`src/rtl/noc_out_port_arbiter.sv`:
```
// ---------------------------------------------------------------------------
// noc_out_port_arbiter
//
// Output-port scheduler for one direction of a 4x4 mesh router. N input-port
// requesters share one FLIT_W-bit output link. Requesters are picked
// round-robin. A head flit locks the link to its owner until the matching
// tail. A credit counter tracks free downstream buffer slots, and no flit is
// sent without a credit.
//
// Ports:
//   clk          clock, all state updates on the rising edge
//   reset        asynchronous, active-low reset
//   req_valid_i  [N]          requester i has a flit at its FIFO head
//   req_data_i   [N*FLIT_W]   head flits, requester i at [i*FLIT_W +: FLIT_W]
//   req_pop_o    [N]          combinational one-hot pop of the selected flit
//   valid_o                   registered, data_o carries a flit this cycle
//   data_o       [FLIT_W]     registered output flit
//   credit_i                  one-cycle pulse, downstream freed one slot
//   grant_o      [N]          one-hot packet owner while locked, else 0
//   busy_o                    1 while a packet holds the lock
//   err_o                     sticky credit-overflow error
// ---------------------------------------------------------------------------
module noc_out_port_arbiter #(
  parameter int N         = 4,
  parameter int BUF_DEPTH = 4,
  parameter int FLIT_W    = 16
) (
  input  logic                clk,
  input  logic                reset,
  input  logic [N-1:0]        req_valid_i,
  input  logic [N*FLIT_W-1:0] req_data_i,
  output logic [N-1:0]        req_pop_o,
  output logic                valid_o,
  output logic [FLIT_W-1:0]   data_o,
  input  logic                credit_i,
  output logic [N-1:0]        grant_o,
  output logic                busy_o,
  output logic                err_o
);

  localparam int CNT_W = $clog2(BUF_DEPTH + 1);
  localparam int PTR_W = $clog2(N);

  localparam logic [0:0] IDLE   = 1'b0;
  localparam logic [0:0] LOCKED = 1'b1;

  localparam logic [CNT_W-1:0] CNT_MAX = CNT_W'(BUF_DEPTH);
  localparam logic [1:0]       HEAD    = 2'b10;

  logic [0:0]       state;
  logic [CNT_W-1:0] cnt;
  logic [PTR_W-1:0] rr_ptr;
  logic [PTR_W-1:0] owner;

  logic [PTR_W-1:0] cand;
  logic [PTR_W-1:0] rr_idx;
  logic             rr_found;
  logic [PTR_W-1:0] send_idx;
  logic             send;
  logic [FLIT_W-1:0] send_flit;
  logic [1:0]       send_type;
  logic [N-1:0]     send_onehot;

  // Round-robin search starting just after the last winner, wrapping mod N.
  always_comb begin
    rr_found = 1'b0;
    rr_idx   = '0;
    cand     = '0;
    for (int k = 1; k <= N; k++) begin
      cand = PTR_W'((int'(rr_ptr) + k) % N);
      if (!rr_found && req_valid_i[cand]) begin
        rr_found = 1'b1;
        rr_idx   = cand;
      end
    end
  end

  // While locked only the owner may send; cnt is registered, so a credit
  // arriving this cycle cannot enable a send until the next one.
  always_comb begin
    send_idx    = (state == LOCKED) ? owner : rr_idx;
    send        = (cnt != '0) &&
                  ((state == LOCKED) ? req_valid_i[owner] : rr_found);
    send_flit   = req_data_i[int'(send_idx)*FLIT_W +: FLIT_W];
    send_type   = send_flit[FLIT_W-1 -: 2];
    send_onehot = '0;
    send_onehot[send_idx] = 1'b1;
  end

  // Pops are suppressed while reset is held, even though the reset state
  // would otherwise allow a send.
  always_comb begin
    req_pop_o = '0;
    if (reset && send) begin
      req_pop_o = send_onehot;
    end
  end

  assign busy_o = (state == LOCKED);

  // Output register and packet-lock state. In IDLE only a head flit takes
  // the lock; body and tail flits there go out as singles. In LOCKED a tail
  // or single (type bit 0 set) releases the lock and hands priority on.
  always_ff @(posedge clk or negedge reset) begin
    if (!reset) begin
      valid_o <= 1'b0;
      data_o  <= '0;
      state   <= IDLE;
      owner   <= '0;
      grant_o <= '0;
      rr_ptr  <= PTR_W'(N - 1);
    end else begin
      valid_o <= send;
      if (send) begin
        data_o <= send_flit;
        if (state == IDLE) begin
          rr_ptr <= send_idx;
          if (send_type == HEAD) begin
            state   <= LOCKED;
            owner   <= send_idx;
            grant_o <= send_onehot;
          end
        end else if (send_type[0]) begin
          state   <= IDLE;
          rr_ptr  <= owner;
          grant_o <= '0;
        end
      end
    end
  end

  // Credit counter. A send and a credit in the same cycle cancel out. A
  // credit with the counter already full saturates and raises err_o.
  always_ff @(posedge clk or negedge reset) begin
    if (!reset) begin
      cnt   <= CNT_MAX;
      err_o <= 1'b0;
    end else begin
      case ({send, credit_i})
        2'b10: cnt <= cnt - CNT_W'(1);
        2'b01: begin
          if (cnt == CNT_MAX) begin
            err_o <= 1'b1;
          end else begin
            cnt <= cnt + CNT_W'(1);
          end
        end
        default: ;
      endcase
    end
  end

endmodule

```
`config.mk`:
```
export PLATFORM = sky130hd
export DESIGN_NAME = noc_out_port_arbiter
export DESIGN_NICKNAME = d
export VERILOG_FILES = /design/src/rtl/noc_out_port_arbiter.sv
export SDC_FILE = /design/constraint.sdc
export NUM_CORES = 1
export LEC_CHECK = 0
export ABC_AREA = 1
export CORE_AREA = 8 8 88 90
export CTS_CLUSTER_DIAMETER = 150
export DETAILED_ROUTE_END_ITERATION = 12
export DIE_AREA = 0 0 96 98
export MAX_ROUTING_LAYER = met4
export PLACE_DENSITY = 0.78
export SLEW_MARGIN = 20
export SYNTH_ARGS = -nofsm -noshare
export SYNTH_HDL_FRONTEND = slang
export SYNTH_SLANG_ARGS = --single-unit
```
`constraint.sdc`:
```
create_clock -name clk -period 3.1 [get_ports clk]
set_clock_uncertainty 0.05 [all_clocks]
set_input_delay 0.62 -clock clk [delete_from_list [all_inputs] [get_ports clk]]
set_output_delay 0.62 -clock clk [all_outputs]
set_load 0.01 [all_outputs]
```
# Word-level counts from Yosys, hierarchy flattened
# Cells that the tools add are included.
# classes
addsub	6
magnitude_cmp	7
eq_ne	6
shifts	1
n_mux	33
bitwise	1
n_reduce_logical	17
# op_table
op	n
64-bit by 7-bit variable part select with 16-bit output	1
2-bit by 3-bit less-than comparator with 1-bit output (second input constant)	6
4-bit two-way mux	4
1-bit two-way mux	14
2-bit two-way mux	7
1-bit binary-select mux with 2-bit select	5
1-bit logical AND	6
3-bit case mux with 2 select lines	1
2-bit AND reduction	3
3-bit AND reduction	2
2-bit by 1-bit adder with 2-bit output (second input constant)	2
2-bit adder (second input constant)	2
2-bit equality test (second input constant)	2
2-bit nonzero test	2
3-bit by 1-bit adder with 3-bit output (second input constant)	1
3-bit equality test (second input constant)	1
1-bit logical NOT	3
3-bit two-way mux	1
3-bit nonzero test	1
3-bit by 1-bit subtractor with 3-bit output (second input constant)	1
1-bit demux with 2-bit select	1
2-bit by 1-bit equality test with 1-bit output (second input constant)	1
2-bit by 1-bit >= comparator with 1-bit output (second input constant)	1
2-bit by 1-bit inequality test with 1-bit output (second input constant)	1
2 further kinds	2
# word_totals
register_bits	30
inputBits	71
elab_cells	79

# Logic depth before layout (Yosys ltp)
# depth
ltp_word	20
depth_mapped	20

# Least setup slack after synthesis
# Ideal clock, no wire load.
# synth_timing
path_kind	reg-to-output
from	reg rr_ptr[0]
to	out req_pop_o[0]
t_arrival_ns	1.881
required_time_ns	2.430
path_slack_ns	0.549
stages_incl_launch_ff	17
path_buffers	2
cell_sequence	dfstp_2 buf_6 inv_4 nand2_1 nand2_1 nand2_2 nand2_2 nor2_4 nand3_1 nand2_1 inv_2 nand2_4 nand2_8 nor2_4 buf_4 inv_2 nor2_1
# synth_between
elab_chain_len	19
word_cells_on_any_way	36
cone_classes	add/sub (4); order compare (2); mux (21); reduce/logical (9)
# synth_lines
item	line_no	text
start: declaration	52	logic [PTR_W-1:0] rr_ptr;
start signal: assignment	111	rr_ptr <= PTR_W'(N - 1);
start signal: assignment	117	rr_ptr <= send_idx;
start signal: assignment	125	rr_ptr <= owner;
2-bit by 1-bit adder with 2-bit output	70	cand = PTR_W'((int'(rr_ptr) + k) % N);
1-bit binary-select mux with 2-bit select	71	if (!rr_found && req_valid_i[cand]) begin
1-bit two-way mux (implied by the code)	71	
1-bit two-way mux	71	
1-bit logical NOT	71	
1-bit logical AND	71	
1-bit two-way mux	71	
1-bit logical NOT	71	
(+3 left out)	-	
1-bit logical AND	71	
2-bit two-way mux	71	
2-bit two-way mux	81	send_idx = (state == LOCKED) ? owner : rr_idx;
2-bit by 3-bit less-than comparator with 1-bit output (implied by the code) or 2-bit by 1-bit >= comparator with 1-bit output (tied branches)	87	send_onehot[send_idx] = 1'b1;
1-bit logical AND (implied by the code)	87	
1-bit two-way mux (implied by the code)	87	
1-bit demux with 2-bit select	87	
4-bit two-way mux *	94	if (reset && send) begin
end: declaration	32	output logic [N-1:0] req_pop_o,
# Every way passes the cells marked *; elsewhere a longest branch is shown, timed or not. The select of a mux whose other input is x is not followed.

# Worst setup path after layout
# layout_timing
from	reg rr_ptr[0]
to	out req_pop_o[3]
# Same word-level chain as after synthesis.

==> impl_metrics.env <==
export IMPL_outcome="completed"
export IMPL_grtUsageTotal_pct=14.92
export IMPL_worst_slack_ns=0.1915
export IMPL_clockBufferDepth=2
export IMPL_worstPathBufferInverterCount=4
export IMPL_first_pass_iters=4
export IMPL_slew_viol_final=0
export IMPL_die_h_um=98
export IMPL_syn_area_per_cell_um2=7.026
export IMPL_min_period_ns=2.908
export IMPL_die_area_mm2=0.009408
export IMPL_cts_hold_fix_buffers=0
export IMPL_hp_class="flop to flop"
export IMPL_yosysMostFrequentCell="nand2_1"
export IMPL_tritoncts="yes"
export IMPL_synth_cells=304
export IMPL_netlist_area_mm2=0.002136
export IMPL_cts_made_buffers=5
export IMPL_clk_latency_ns=0.28
export IMPL_crit_chain="inv_4 > nand2_1 > nand2_1 > nand2_1 > nand2_2 > nand2_1 > nand3_2 > nand2_2 > nand2_4 > nand2_8 > inv_2 > nor2_4 > inv_1 > nor2_1 > buf_2"
export IMPL_area_delta_synth_final_pct=57.88
export IMPL_gp_congestion=0.8914
export IMPL_fmax_mhz=343.8
export IMPL_arrival_ns=2.24
export IMPL_async_reset_ff_share_pct=100.0
export IMPL_core_mm2=0.006494
export IMPL_rows=30
export IMPL_io_buffers=97
export IMPL_num_vias=2314
export IMPL_ys_ff_latch=30
export IMPL_worst_setup_path_type="flop to primary output"
export IMPL_power_frac_clock_pct=7.9
export IMPL_yosysWarningCount=0
export IMPL_pwr_share_comb_pct=73.7
export IMPL_grt_max_degree=31
export IMPL_max_slew_margin_pct=74.65
export IMPL_final_area_mm2=0.003372
export IMPL_start_util_pct=32.89
export IMPL_synthTopCellsByCount="151 x nand2_1, 27 x dfrtp_1, 14 x nand3_1, 14 x nor2_1, 12 x inv_1"
export IMPL_yosysTopAreaCell="dfrtp_1"
export IMPL_grt_pass1_wl_um=11030
export IMPL_finalNetCount=490
export IMPL_maxCapViolations=0
export IMPL_yosys_top_cells_area="dfrtp_1 32%, nand2_1 27%, dfstp_2 3.7%, nand3_1 3.3%, a22oi_1 3.2%"
export IMPL_path_clk_slew_ns=0.06
export IMPL_nFillCells=626
export IMPL_synth_edf_count=0
export IMPL_synth_top_flop_cell="dfrtp_1"
export IMPL_worst_pin_slew_ns=0.3803
export IMPL_seq_power_share_pct=18.4
export IMPL_final_min_period_over_clock_period_pct=93.82
export IMPL_p_int_w=0.002029
export IMPL_drive_gt1_share_pct=17.66
export IMPL_detail_route_wl_per_cell_um=13.32
export IMPL_path_common_cell="nand2_1"
export IMPL_drc=0
export IMPL_setup_viol=0
export IMPL_power_switching_share_pct=49.59
export IMPL_hold_viol=0
export IMPL_cts_sinks=30
export IMPL_irDropWorstVdd_uv=751.9
export IMPL_io_pins=98
export IMPL_pwr_density_cell_mw_per_mm2=1194
export IMPL_start_kind="flop"
export IMPL_htree_levels=2
export IMPL_hpwl_um=5353
export IMPL_critPathSlowestCell="dfstp_2"
export IMPL_crit_fanout=9
export IMPL_grt_overflow=0
export IMPL_grt_pass1_vias=2364
export IMPL_max_stage_delay_ns=0.65
export IMPL_postRouteAntennaNets=0
export IMPL_pre_cts_ws_ns=-0.3622
export IMPL_wl_um=6646
export IMPL_cts_root_buf="clkbuf_8"
export IMPL_seq_area_frac_synth_pct=35.33
export IMPL_synth_top_cell_area_share_pct=31.63
export IMPL_antenna_found_initial=0
export IMPL_cpLargestDelayFamily="simple AND/OR/NAND/NOR gates"
export IMPL_ys_types=35
export IMPL_placed_area_mm2=0.003279
export IMPL_placedCellCount=491
export IMPL_p_leak_nw=1.625
export IMPL_drt_iter0_markers=53
export IMPL_diodes=0
export IMPL_crit_path_end_kind="primary output"
export IMPL_switching_power_w=0.001996
export IMPL_routed_via_density=4.637
export IMPL_cp_required_ns=2.43
export IMPL_fp_dieW_um=96
export IMPL_syn_nets=376
export IMPL_rsz0062_at_grt="false"
export IMPL_layoutNonFillerInstCount=499
what timing repair did:
item	CTS	global route
setup buffers	0	0
pin swaps	0	1
cloned	0	0
resized for setup	13	13
hold endpoints to repair	0	0
setup endpoints to repair	4	5
metal layers:
metal	wire length, um	GRT usage [%]	vias to the layer above
li1	-	-	1191
met3	426	4.605	11
met1	2787	17.08	1042
met4	127	4.497	0
met2	3305	24.12	70
met5	0	-	-
power by group through the flow:
stage          logic, W  clock network [W]  registers [W]
2_1_floorplan   0.00196                  0       0.000778
3_3_place_gp    0.00294                  0       0.000739
3_5_place_dp    0.00300                  0       0.000741
4_1_cts         0.00299           0.000333       0.000740
5_1_grt         0.00332           0.000353       0.000771
6_report        0.00297           0.000318       0.000739
placed cells by master, fill, tap and decap left out, types with 6 or more instances in the layout:
cell / netlist / layout
a22oi_1: 9 / 9
nand3_1: 14 / 13
nand4_1: 10 / 10
nand2_1: 151 / 147
clkdlybuf4s50_1: 0 / 89
clkbuf_8: 0 / 6
dfrtp_1: 27 / 27
nand2_2: 5 / 9
nor2_1: 14 / 14
inv_1: 12 / 11
buf_4: 1 / 19
inv_2: 8 / 10
state kept, by name, indices dropped and copies added (netlist names):
signal and flops:
data_o 16, grant_o 4, cnt 3, owner 2, rr_ptr 2, busy_o 1, err_o 1, valid_o 1
kinds of logic after synthesis:
logic type	share of synthesized area [%]
fa+ha+maj	0.9374
mux	0.5272
flops	35.33
compound gates	7.557
simple gates	47.16
buf+inv	7.674
xor+xnor	0.8203
area by class of cell:
type                    count  area [um2]  share of cell area, %
repair buffers            116        1100                  32.62
clock inverters             1       5.005                 0.1484
clock buffers               7       86.33                  2.560
inverters                  23       93.84                  2.783
flip-flops and latches     30       754.5                  22.37
multi-input cells         242        1232                  36.55
well taps                  80       100.1                  2.968
metrics by stage:
step	utilization, %	power [W]	hold slack (ns)	TNS, ns
4_1_cts	51.73	0.004067	0.4236	0
5_1_grt	51.93	0.004441	0.4522	0
2_1_floorplan	-	0.002734	0.2744	0
3_5_place_dp	50.50	0.003741	0.4077	-1.275
3_3_place_gp	50.50	0.003682	0.4096	-1.144
6_report	51.93	0.004025	0.4192	0
path summary, 6_finish.rpt:
check	startpoint	to	slack (ns)	depth (start not counted)
worst max-delay path	rr_ptr[0]	req_pop_o[3]	0.19	15
worst min-delay path	grant_o[2]	grant_o[2]	0.42	2
worst max register to register	rr_ptr[0]	cnt[2]	0.34	15
worst min register to register	grant_o[2]	grant_o[2]	0.42	2
max in group asynchronous	reset	rr_ptr[1]	1.94	2
min in group asynchronous	reset	err_o	0.74	2
worst min-delay path, delay by kind of cell, from the launching register on:
| kind | cells | cell delay, ns |
|---|---|---|
| flip-flops | 1 | 0.34 |
| AND/OR/NAND/NOR | 2 | 0.09 |
(Power assumes the default switching activity.)
